--- src/rtl/br_credit_flow_scheduler.sv ---
// br_credit_flow_scheduler: round-robin arbiter of NumFlows push requesters onto one credit/valid link
// with a shared credit pool and sender/receiver reset-init sequencing.
module br_credit_flow_scheduler #(
  parameter int NumFlows = 2,
  parameter int Width = 8,
  parameter int MaxCredit = 4,
  parameter int PopCreditMaxChange = 1,
  localparam int FW = $clog2(NumFlows),
  localparam int CW = $clog2(MaxCredit + 1),
  localparam int PW = $clog2(PopCreditMaxChange + 1)
) (
  input  logic                      clk,
  input  logic                      rst,
  input  logic [NumFlows-1:0]       push_valid,
  output logic [NumFlows-1:0]       push_ready,
  input  logic [NumFlows*Width-1:0] push_data,
  output logic                      pop_sender_in_reset,
  input  logic                      pop_receiver_in_reset,
  input  logic [PW-1:0]             pop_credit,
  output logic                      pop_valid,
  output logic [Width-1:0]          pop_data,
  output logic [FW-1:0]             pop_flow_id,
  input  logic [CW-1:0]             credit_initial,
  input  logic [CW-1:0]             credit_withhold,
  output logic [CW-1:0]             credit_count,
  output logic [CW-1:0]             credit_available
);
  typedef enum logic [1:0] {RESET_HOLD, INIT, ACTIVE} state_t;
  localparam logic [FW:0] NF = (FW+1)'(NumFlows);
  localparam logic [CW:0] MC = (CW+1)'(MaxCredit);
  state_t state, state_nx;
  logic [FW-1:0] ptr, gnt_id, ptr_nx;
  logic [FW:0] idx, nxt;
  logic gnt_any, hs;
  logic [CW:0] cnt_sum;
  logic [CW-1:0] cnt_nx;
  assign credit_available = (credit_count > credit_withhold) ? credit_count - credit_withhold : '0;
  // scan from the highest offset down so the nearest requester after ptr wins
  always_comb begin
    gnt_any = 1'b0;
    gnt_id = '0;
    idx = '0;
    for (int i = NumFlows - 1; i >= 0; i--) begin
      idx = {1'b0, ptr} + (FW+1)'(i);
      idx = (idx >= NF) ? idx - NF : idx;
      if (push_valid[idx[FW-1:0]]) begin
        gnt_any = 1'b1;
        gnt_id = idx[FW-1:0];
      end
    end
  end
  assign hs = (state == ACTIVE) && !pop_receiver_in_reset && (credit_available != '0) && gnt_any;
  assign push_ready = hs ? (NumFlows)'(1) << gnt_id : '0;
  assign nxt = {1'b0, gnt_id} + (FW+1)'(1);
  assign ptr_nx = (nxt == NF) ? '0 : nxt[FW-1:0];
  assign cnt_sum = {1'b0, credit_count} + (CW+1)'(pop_credit) - (CW+1)'(hs);
  assign cnt_nx = (cnt_sum > MC) ? CW'(MaxCredit) : cnt_sum[CW-1:0];
  always_comb begin
    state_nx = (state == RESET_HOLD) ? (pop_receiver_in_reset ? RESET_HOLD : INIT) :
               (state == INIT) ? ACTIVE : (pop_receiver_in_reset ? RESET_HOLD : ACTIVE);
  end
  always_ff @(posedge clk or posedge rst) begin
    if (rst) begin
      state <= RESET_HOLD;
      credit_count <= '0;
      pop_valid <= 1'b0;
      pop_data <= '0;
      pop_flow_id <= '0;
      pop_sender_in_reset <= 1'b1;
      ptr <= '0;
    end else begin
      state <= state_nx;
      pop_valid <= hs;
      if (hs) begin
        pop_data <= push_data[gnt_id*Width +: Width];
        pop_flow_id <= gnt_id;
        ptr <= ptr_nx;
      end
      if (state == INIT) begin
        credit_count <= credit_initial;
        pop_sender_in_reset <= 1'b0;
      end else if (state == ACTIVE && pop_receiver_in_reset) begin
        credit_count <= '0;
        pop_sender_in_reset <= 1'b1;
      end else if (state == ACTIVE) begin
        credit_count <= cnt_nx;
      end
    end
  end
`ifndef SYNTHESIS
  int outstanding;
  always_ff @(posedge clk or posedge rst) begin
    if (rst) outstanding <= 0;
    else if (state == INIT) outstanding <= 0;
    else if (state == ACTIVE && !pop_receiver_in_reset) outstanding <= outstanding + int'(hs) - int'(pop_credit);
  end
  always_ff @(posedge clk) begin
    if (!rst) begin
      assert ($onehot0(push_ready));
      assert (!pop_valid || state == ACTIVE);
      assert (state != ACTIVE || pop_receiver_in_reset || cnt_sum <= MC);
      assert (outstanding <= int'(credit_initial));
    end
  end
`endif
endmodule
--- config.mk ---
export PLATFORM = sky130hd
export DESIGN_NAME = br_credit_flow_scheduler
export DESIGN_NICKNAME = d
export VERILOG_FILES = /design/src/rtl/br_credit_flow_scheduler.sv
export SDC_FILE = /design/constraint.sdc
export NUM_CORES = 1
export LEC_CHECK = 0
export CAP_MARGIN = 20
export CELL_PAD_IN_SITES_DETAIL_PLACEMENT = 0
export CELL_PAD_IN_SITES_GLOBAL_PLACEMENT = 1
export CORE_MARGIN = 10
export CORE_UTILIZATION = 29
export DETAILED_ROUTE_END_ITERATION = 10
export PLACE_DENSITY = 0.86
export REMOVE_ABC_BUFFERS = 1
export SLEW_MARGIN = 30
export SYNTH_ARGS = -nofsm -noshare
export SYNTH_HDL_FRONTEND = slang
export SYNTH_SLANG_ARGS = --single-unit
--- constraint.sdc ---
create_clock -name clk -period 3.37 [get_ports clk]
set_clock_uncertainty 0.2 [all_clocks]
set_input_delay 0.8425 -clock clk [delete_from_list [all_inputs] [get_ports clk]]
set_output_delay 0.8425 -clock clk [all_outputs]
set_load 0.005 [all_outputs]
======== Word level (Yosys, flattened, before mapping) ========
Index checks and enable logic that the tools add are counted.
storage, ports and cells
  register bits ........................... 17
  bits of input ports ..................... 28
  word-level logic and storage cells ...... 57
cells by class
  $add $sub $neg .......................... 7
  magnitude comparators ................... 6
  equal/unequal tests ..................... 3
  shifts and indexed selects .............. 2
  mux-type cells .......................... 23
  reductions and logical operators ........ 9
operator list
  cell                                                               count
  variable part select 16 x 5 -> 8 bit                               1
  two-way mux 3 bit                                                  5
  two-way mux 1 bit                                                  14
  two-way mux 2 bit                                                  4
  nonzero test 3 bit                                                 2
  adder 1 x 1 -> 2 bit, second input constant                        2
  adder 3 x 1 -> 4 bit                                               1
  == test 2 bit, second input constant                               2
  > comparator 4 x 3 -> 1 bit, second input constant                 1
  logical AND 1 bit                                                  4
  less-than comparator 1 x 2 -> 1 bit, second input constant         2
  subtractor 4 x 1 -> 4 bit                                          1
  > comparator 3 bit                                                 1
  subtractor 3 bit                                                   1
  == test 2 x 1 -> 1 bit, second input constant                      1
  greater-or-equal comparator 1 x 2 -> 1 bit, second input constant  1
  greater-or-equal comparator 2 bit, second input constant           1
  zero test 2 bit                                                    1
  nonzero test 2 bit                                                 1
  left shift 1 x 1 -> 2 bit, first input constant                    1
  subtractor 1 bit, second input constant                            2
  zero test 1 bit                                                    1

======== Depth between registers and ports, before layout ========
Gate-level depths: netlist of the first run.
  word-level depth ........................ 14
  depth in mapped cells ................... 18

======== Worst setup path after synthesis of the first run ========
OpenSTA, ideal clock, no wires.
  kind .................................... input-to-reg
  from .................................... input port credit_withhold[0]
  to ...................................... register credit_count[0]
  setup time .............................. 120 ps
  arrival time ............................ 3509 ps
  path slack .............................. -460 ps
  cell stages on the path ................. 17
  path buffers ............................ 1
  path through ............................ ha_1 > inv_1 > fa_1 > xnor2_1 > nand3b_1 > o2111ai_4 > buf_6 > inv_1 > ha_1 > inv_1 > ha_1 > inv_1 > fa_1 > nand2b_1 > nand2_1 > o211a_1 > a31o_2
between the ends
  cells in the longest elaborated chain, start to end .. 11
  elaborated cells between the ends (all ways) .. 12
  those cells by class .................... add/sub: 2; order compare: 2; mux: 5; reduce/logical: 3
ends and longest elaborated chain
  what                                                           RTL line  RTL
  start: declaration                                             24        input logic [CW-1:0] credit_withhold,
  subtractor 3 bit / > comparator 3 bit (equally long branches)  37        assign credit_available = (credit_count > credit_withhold) ? credit_count - credit_withhold : '0;
  two-way mux 3 bit *                                            37
  nonzero test 3 bit *                                           52        assign hs = (state == ACTIVE) && !pop_receiver_in_reset && (credit_available != '0) && gnt_any;
  logical AND 1 bit * (2 in series)                              52
  named net hs                                                   34        logic gnt_any, hs;
  subtractor 4 x 1 -> 4 bit *                                    56        assign cnt_sum = {1'b0, credit_count} + (CW+1)'(pop_credit) - (CW+1)'(hs);
  > comparator 4 x 3 -> 1 bit                                    57        assign cnt_nx = (cnt_sum > MC) ? CW'(MaxCredit) : cnt_sum[CW-1:0];
  two-way mux 3 bit *                                            57
  two-way mux 3 bit *                                            85        end else if (state == ACTIVE) begin
  two-way mux 3 bit *                                            82        end else if (state == ACTIVE && pop_receiver_in_reset) begin
  two-way mux 3 bit *                                            79        if (state == INIT) begin
  end signal: assignment                                         80        credit_count <= credit_initial;
  end signal: assignment                                         86        credit_count <= cnt_nx;
  end: declaration                                               25        output logic [CW-1:0] credit_count,
The timed path passes the listed nets; every way through them passes the cells marked *. The select of a mux whose other input is x is not followed.
A chain may end at the register's enable or synchronous reset.

======== Final worst setup path of the first run ========
Ends and elaborated chain as after synthesis.

==> impl_metrics.toml, run 1 <==
[grt]
antenna_found_initial = 0
grt_max_degree = 18
gr-total-overflow = 0
track_usage = 0.0995
grt_pass1_wl_um = 5780
grt_pass1_vias = 1132

[cts]
cts-htree-levels = 1
cts.sinks = 17
path_clk_slew_ns = 0.07
cts_inserted_buffers = 3
holdBufCountCts = 0
ctsLongestPathBuffers = 2
cts_root_buf = "clkbuf_8"
clk_latency_ns = 0.25
cts_tree = "done"

[worst_setup_path]
crit_arrival_ns = 3.35
r2r_start = "credit_count[0]$_DFFE_PP0P_"
timing.critical_path.mode_cell = "inv_2"
rr_worst_depth = 17
path_class = "in2reg"
rrSetupSlack_ns = 0.08
slowest_delay_ns = 0.42
start_kind = "primary input"
cp_top_family = "adder cells"
required_ns = 3.32
crit_path_max_fanout = 3
crit_path_end_kind = "flop"
reg2reg_to = "credit_count[0]$_DFFE_PP0P_"
worst-path-buf-inv = 5
crit_slowest_cell = "fa_2"
crit_chain = "buf_6 > ha_4 > inv_2 > fa_2 > nand3b_1 > o2111ai_4 > inv_2 > ha_4 > inv_2 > ha_4 > inv_2 > fa_2 > nand2b_1 > nand2_1 > o211a_1 > a31o_2"
cp.depth = 16

[sta]
hold_violations = 0
min_period_over_period = 1.01
grt_setup_unrepaired = "true"
setup-violations-final = 1
tightest_slew_ns = 0.665
max_freq_mhz = 294
setup_ws_ns = -0.0335
fin_hold_ws_ns = 0.318
slew_headroom = 0.556
slew_violations = 0
period_needed_ns = 3.40

[floorplan]
die-area_sq_mm = 0.00687
core_area_sq_mm = 0.00374
start_util = 0.306
boundaryPins = 47
die_width_um = 82.9
rows = 22
die_h_um = 82.9

[power]
p_sw_w = 0.000438
combPwrFrac = 0.598
intPower_w = 0.000854
p_sw_frac = 0.339
power_frac_clock = 0.120
p_seq_frac = 0.282
max-vdd-ir-drop_mv = 0.310
leakage_nw = 0.864
p_per_area_mw_per_mm2 = 684

[final_layout]
mostFrequentLayoutCells = "clkdlybuf4s50_1, dfrtp_1, buf_4"
diodes = 0
area_delta_synth_final_pct = 64.7
fillerInstances = 358
final_layout_size_suffix_gt1_frac = 0.371
final_cell_count_no_fill = 215
final_util = 0.504
final_common_cell = "clkdlybuf4s50_1"
design_area_sq_mm = 0.00189
fin_nets = 208

[worst_hold_path]
whs_path_depth = 1
hold_class = "reg2reg"
hp-start = "pop_data[2]$_DFFE_PP0P_"
holdPathEnd = "pop_data[2]$_DFFE_PP0P_"

[yosys]
ys.flop_type = "dfrtp_1"
synth-seq-cells = 17
syn_inst = 104
synth-edff-count = 0
ys_seq_area_frac = 0.372
ys_types = 28
syn_area_per_cell_sq_um = 11.0
async_flop_share = 1.00
synth_area_sq_mm = 0.00115
ys_warn_count = 0

[place]
dp_cells = 205
postPlaceCellArea_sq_mm = 0.00172
port_buffers = 46
gp_congestion = 0.739
dpl_worst_slack_ns = -0.988
dp_hpwl_um = 2660

[status]
violations = "negative setup slack"
status = "finished with violations"

[route]
ant_nets = 0
vias_per_cell = 4.55
num_vias = 979
routed_wl_um = 3320
drtPass1Iterations = 4
drc = 0
drtIter0Drc = 58
post_drt_wl_per_cell_um = 15.5

[run]
cap_violations = 0
## what timing repair did
action / CTS / global route
resized for setup: 35 / 5
setup buffers: 3 / 3
setup endpoints to repair: 8 / 6
pin swaps: 14 / 10
## worst max-delay path by stage
stage	from	endpoint
finish	credit_withhold[0]	credit_count[0]$_DFFE_PP0P_
global placement	credit_withhold[0]	credit_count[0]$_DFFE_PP0P_
detailed placement	credit_withhold[0]	credit_count[0]$_DFFE_PP0P_
floorplan	credit_withhold[0]	credit_count[0]$_DFFE_PP0P_
CTS	credit_withhold[0]	credit_count[0]$_DFFE_PP0P_
global route	credit_withhold[0]	credit_count[0]$_DFFE_PP0P_
## area by class of cell
type,instances,area [sq um],area share
Clock buffer,3,41.3,0.0219
Clock inverter,1,7.51,0.00398
Inverter,16,60.1,0.0318
Multi-Input combinational cell,69,732,0.388
Sequential cell,17,427,0.226
Tap cell,48,60.1,0.0318
Timing Repair Buffer,61,561,0.297
## power groups by stage
stage               Combinational, W  Sequential (W)  Clock (W)
CTS                         0.000751        0.000368   0.000164
global placement            0.000666        0.000357          0
global route                0.000853        0.000379   0.000177
finish                      0.000772        0.000365   0.000155
detailed placement          0.000686        0.000367          0
floorplan                   0.000355        0.000361          0
## through the flow
step / TNS (ns) / power (W)
CTS: -0.301 / 0.00128
global route: -0.319 / 0.00141
floorplan: -1.09 / 0.000715
finish: -0.0335 / 0.00129
detailed placement: -5.97 / 0.00105
global placement: -4.82 / 0.00102
## cells in the mapped netlist, types with 2 or more instances
| library cell | n | area share |
|---|---|---|
| nor2b_1 | 3 | 0.016 |
| nand2_1 | 2 | 0.0066 |
| nor2_1 | 5 | 0.016 |
| mux2_4 | 6 | 0.079 |
| ha_1 | 10 | 0.11 |
| inv_1 | 16 | 0.052 |
| o21ai_0 | 4 | 0.017 |
| mux2_2 | 11 | 0.11 |
| nand3b_1 | 3 | 0.020 |
| nand3_1 | 3 | 0.013 |
| fa_1 | 2 | 0.035 |
| a21oi_1 | 6 | 0.026 |
| nand2b_1 | 2 | 0.011 |
| and2_1 | 2 | 0.011 |
| dfrtp_1 | 16 | 0.35 |
## worst reg2reg max path, delay by kind of cell (launching register included)
family,cells,cell delay [ns]
adders and majority gates,5,1.20
AOI/OAI and AO/OA,3,0.56
DFF,1,0.39
buffers and inverters,5,0.35
and+or+nand+nor,3,0.29
xor gates and xnor gates,1,0.19
## per-layer routing
layer | vias up | GRT usage | routed length [um]
met5 | - | 0 | 0
met4 | 0 | 0.0215 | 34
met3 | 2 | 0.0410 | 199
met2 | 33 | 0.169 | 1660
met1 | 468 | 0.113 | 1430
li1 | 476 | - | -
## registers in the layout, summed over array words and instances, names as in the netlist
name	cells
pop_data	8
state	2
ptr	1
pop_sender_in_reset	1
credit_count	3
pop_flow_id	1
pop_valid	1
## cell families (layout without fill, tap and decap cells)
group	count (synthesis)	in the layout	share of synthesized area
AOI/OAI and AO/OA	16	16	0.105
xor gates and xnor gates	1	1	0.00764
adders and majority gates	12	12	0.144
buffers and inverters	18	81	0.0688
DFF	17	17	0.372
muxes	18	18	0.195
and+or+nand+nor	22	22	0.107
Power figures use the tool's default switching activity.
==> inputs of run 2 (changes only) <==
Settings changed: SETUP_SLACK_MARGIN set to 0.4.
==> run 2 against run 1 <==
Against the previous run: the flow still finishes with violations (negative setup slack); cell count up 0.93%; via count increased by 1.2%; global-route usage about the same; design area hardly changed; worst setup slack gained 0.013 ns; critical path depth did not move; first-iteration DRC count up 41%; flip-flop and latch count unchanged; non-clock buffer count increased by 2; sequential power is essentially flat; critical path type unchanged; largest power group unchanged.
==> impl_metrics.toml, run 2 (synthesis gave the netlist of run 1 again) <==
[final_layout]
largestRegisters = "pop_data: 8 flops, credit_count: 3 flops, state: 2 flops"
final_common_cell = "clkdlybuf4s50_1"
mostFrequentLayoutCells = "clkdlybuf4s50_1, dfrtp_1, buf_4"
final_cell_count_no_fill = 217
diodes = 0
largest_register_ffs = 8
final_util = 0.505
final_layout_size_suffix_gt1_frac = 0.408
fin_nets = 210
area_delta_synth_final_pct = 64.8
design_area_sq_mm = 0.00189
max_flop_register = "pop_data"

[run]
cap_violations = 0

[worst_hold_path]
holdPathEnd = "pop_data[6]$_DFFE_PP0P_"
whs_path_depth = 1
hold_class = "reg2reg"
hp-start = "pop_data[6]$_DFFE_PP0P_"

[worst_setup_path]
setup.worst_path.start = "credit_withhold[0]"
rr_worst_depth = 16
crit_path_end_kind = "flop"
crit_arrival_ns = 3.34
reg2reg_to = "credit_count[0]$_DFFE_PP0P_"
required_ns = 3.32
path_class = "in2reg"
r2r_start = "credit_count[0]$_DFFE_PP0P_"
rrSetupSlack_ns = 0.11
start_kind = "primary input"
crit_path_max_fanout = 3

[sta]
setup-violations-final = 2
slew_violations = 0
max_freq_mhz = 295
tightest_slew_ns = 0.664
tns_ns = -0.0361
fin_hold_ws_ns = 0.316
slew_headroom = 0.557
hold_violations = 0
min_period_over_period = 1.01
period_needed_ns = 3.39
grt_setup_unrepaired = "true"
setup_ws_ns = -0.0209

[power]
p_sw_w = 0.000439
combPwrFrac = 0.597
max-vdd-ir-drop_mv = 0.311
leakage_nw = 0.868
p_sw_frac = 0.340
p_per_area_mw_per_mm2 = 684
p_seq_frac = 0.283
power_frac_clock = 0.120
intPower_w = 0.000853

[route]
vias_per_cell = 4.57
drtPass1Iterations = 4
num_vias = 991
routed_wl_um = 3330
drc = 0
drtIter0Drc = 82
ant_nets = 0
post_drt_wl_per_cell_um = 15.3

[grt]
track_usage = 0.0999
antenna_found_initial = 0
grt_pass1_wl_um = 5780
busiest_layer = "met2"
gr-usage-met1 = 0.114
gr-total-overflow = 0
grt_util_met2 = 0.170
grt_pass1_vias = 1138
grt_max_degree = 18
grtUsageMet3 = 0.0400

[floorplan]
die_width_um = 82.9
die_h_um = 82.9
core_area_sq_mm = 0.00374
start_util = 0.306
boundaryPins = 47
die-area_sq_mm = 0.00687
rows = 22

[cts]
cts_root_buf = "clkbuf_8"
path_clk_slew_ns = 0.07
cts-htree-levels = 1
clk_latency_ns = 0.25
cts_tree = "done"
ctsLongestPathBuffers = 2
cts.sinks = 17
holdBufCountCts = 0
cts_inserted_buffers = 3

[status]
violations = "negative setup slack"
status = "finished with violations"

[place]
postPlaceCellArea_sq_mm = 0.00172
dp_cells = 205
port_buffers = 46
gp_congestion = 0.739
dp_hpwl_um = 2660
run 2: power by group through the flow:
stage | combinational, W | clock, W | sequential (W)
CTS | 0.000758 | 0.000164 | 0.000368
detailed placement | 0.000686 | 0 | 0.000367
floorplan | 0.000355 | 0 | 0.000361
global placement | 0.000666 | 0 | 0.000357
global route | 0.000855 | 0.000177 | 0.000380
finish | 0.000772 | 0.000155 | 0.000365
run 2: final cells by class:
class,instances,area (sq um)
Clock buffer,3,41.3
Multi-Input combinational cell,69,736
Inverter,16,60.1
Sequential cell,17,427
Timing Repair Buffer,63,558
Clock inverter,1,7.51
Tap cell,48,60.1
Fill cell,360,1850
run 2: routing by layer:
layer | wire [um] | up-vias
met5 | 0 | -
met4 | 34 | 0
met3 | 192 | 2
met2 | 1640 | 35
met1 | 1460 | 473
li1 | - | 481
run 2: worst max-delay path, cell delays in order:
cell and delay, ns:
buf_6 0.10, ha_4 0.15, inv_2 0.05, fa_2 0.42, nand3b_1 0.22, o2111ai_4 0.10
inv_2 0.08, ha_4 0.24, inv_2 0.06, ha_4 0.12, inv_2 0.03, fa_2 0.33
nand2b_1 0.09, nand2_1 0.05, o211a_1 0.24, a31o_2 0.21
run 2: worst max path at each step:
stage / slack (ns) / cells past startpoint / endpoint
after floorplan: -0.42 / 16 / credit_count[0]$_DFFE_PP0P_
after global placement: -0.83 / 17 / credit_count[0]$_DFFE_PP0P_
after detailed placement: -0.99 / 17 / credit_count[0]$_DFFE_PP0P_
after CTS: -0.12 / 16 / credit_count[0]$_DFFE_PP0P_
after global routing: -0.11 / 16 / credit_count[0]$_DFFE_PP0P_
final: -0.02 / 16 / credit_count[0]$_DFFE_PP0P_
run 2: stage by stage:
stage          power (W)  setup slack, ns
4_1_cts          0.00129           -0.123
3_3_place_gp     0.00102           -0.832
2_1_floorplan   0.000715           -0.425
6_report         0.00129          -0.0209
5_1_grt          0.00141           -0.113
3_5_place_dp     0.00105           -0.988
run 2: what timing repair did:
action / 4_1_cts / 5_1_grt
resized for setup: 49 / 4
endpoints found under the setup margin: 17 / 8
pin swaps: 16 / 9
hold endpoints to repair: 0 / 0
setup buffers: 4 / 4
==> inputs of run 3 (changes only) <==
Settings changed: PLACE_DENSITY 0.86 to not set, PLACE_DENSITY_LB_ADDON set to 0.1.
==> run 3 against run 2 <==
Against the previous run: first-iteration DRC count decreased by 60%; worst setup slack lost 0.022 ns; design area rose by 10%; count of clock-buffer cells in the layout up 1; largest cell class unchanged; combinational power grew 16%; clock power shrank 3%; maximum frequency is 0.64% lower; power increased by 8.9%; the run still ends with negative setup slack left; critical endpoint is now push_ready[0]; die area unchanged; hold slack worse by 0.012 ns; core utilization up 5.1 points.
==> impl_metrics.toml, run 3 (synthesis gave the netlist of run 1 again) <==
[worst_setup_path]
cp-endpoint = "push_ready[0]"
reg2reg_to = "credit_count[0]$_DFFE_PP0P_"
r2r_start = "credit_count[0]$_DFFE_PP0P_"
required_ns = 2.33
rrSetupSlack_ns = 0.08
start_kind = "primary input"
setup.worst_path.start = "credit_withhold[0]"
rr_worst_depth = 16
crit_path_max_fanout = 3
path_class = "in2out"
crit_arrival_ns = 2.37
crit_path_end_kind = "output port"

[final_layout]
fin_nets = 223
area_delta_synth_final_pct = 81.4
final_common_cell = "clkdlybuf4s50_1"
final_cell_count_no_fill = 230
mostFrequentLayoutCells = "clkdlybuf4s50_1, buf_6, dfrtp_1"
max_flop_register = "pop_data"
largest_register_ffs = 8
final_layout_size_suffix_gt1_frac = 0.440
final_util = 0.555
diodes = 0
largestRegisters = "pop_data: 8 flops, credit_count: 3 flops, state: 2 flops"

[floorplan]
die_width_um = 82.9
die_h_um = 82.9
boundaryPins = 47
rows = 22
die-area_sq_mm = 0.00687
start_util = 0.306
core_area_sq_mm = 0.00374

[route]
drtPass1Iterations = 6
num_vias = 1055
ant_nets = 0
drtIter0Drc = 33
post_drt_wl_per_cell_um = 15.6
vias_per_cell = 4.59
drc = 0
routed_wl_um = 3580

[sta]
period_needed_ns = 3.41
grt_setup_unrepaired = "true"
max_freq_mhz = 293
slew_violations = 0
min_period_over_period = 1.01
slew_headroom = 0.575
tightest_slew_ns = 0.636
hold_violations = 0
setup_ws_ns = -0.0428
setup-violations-final = 3
fin_hold_ws_ns = 0.304
tns_ns = -0.0910

[worst_hold_path]
hold_class = "reg2reg"

[place]
dp_hpwl_um = 2490
gp_congestion = 0.804
port_buffers = 46
dp_cells = 206

[cts]
cts_root_buf = "clkbuf_8"
cts.sinks = 17
cts-htree-levels = 1
cts_tree = "done"
ctsLongestPathBuffers = 2
clk_latency_ns = 0.25
path_clk_slew_ns = 0.06
cts_inserted_buffers = 3

[status]
status = "finished with violations"
violations = "negative setup slack"

[grt]
grt_max_degree = 18
track_usage = 0.102
antenna_found_initial = 0
grt_pass1_vias = 1180
gr-total-overflow = 0
grt_pass1_wl_um = 5900

[power]
max-vdd-ir-drop_mv = 0.277
leakage_nw = 0.962
p_per_area_mw_per_mm2 = 676
power_w = 0.00141

[run]
cap_violations = 0
-- run 3: timing repair --
item / CTS / global route
hold buffers: 0 / 0
pin swaps: 15 / 11
cloned: 0 / 0
gates resized for setup: 69 / 9
endpoints found under the setup margin: 17 / 9
buffers inserted: 18 / 2
hold endpoints to repair: 0 / 0
-- run 3: power by group --
part,internal [W],switching [W]
registers,0.000299,0.0000601
clock network,0.0000838,0.0000668
logic,0.000556,0.000341
total,0.000939,0.000467
-- run 3: final cells by class --
class                   count  area (sq um)
fillers                   318          1660
multi-input cells          69           744
repair buffers             76           741
flip-flops and latches     17           427
inverters                  16          62.6
well taps                  48          60.1
clock buffers               4          45.0
-- run 3: routing by layer --
layer,track usage,vias up,wire [um]
li1,-,508,-
met1,0.119,512,1610
met2,0.172,33,1800
met3,0.0283,2,139
met4,0.0369,0,35
met5,0,-,0
-- run 3: worst min path at each step --
stage	start	endpoint	slack, ns	cells after the start
after global routing	pop_data[3]$_DFFE_PP0P_	pop_data[3]$_DFFE_PP0P_	0.32	1
final	pop_data[3]$_DFFE_PP0P_	pop_data[3]$_DFFE_PP0P_	0.30	1
after floorplan	state[1]$_DFF_PP0_	state[1]$_DFF_PP0_	0.27	1
after detailed placement	pop_data[3]$_DFFE_PP0P_	pop_data[3]$_DFFE_PP0P_	0.29	1
after global placement	pop_data[1]$_DFFE_PP0P_	pop_data[1]$_DFFE_PP0P_	0.29	1
after CTS	pop_data[3]$_DFFE_PP0P_	pop_data[3]$_DFFE_PP0P_	0.31	1
-- run 3: worst max-delay path, cell delays in order --
cell       delay, ns
buf_6           0.07
ha_4            0.12
inv_2           0.03
fa_2            0.53
nand3b_1        0.15
o2111ai_4       0.13
buf_6           0.14
buf_6           0.11
nor2b_1         0.10
buf_2           0.14
-- run 3: stage by stage --
| stage | cell area (sq um) | setup WS [ns] |
|---|---|---|
| 6_report | 2080 | -0.0428 |
| 5_1_grt | 2080 | -0.101 |
| 4_1_cts | 2030 | -0.110 |
| 3_5_place_dp | 1720 | -0.987 |
| 3_3_place_gp | 1720 | -0.851 |
| 2_1_floorplan | 1130 | -0.425 |
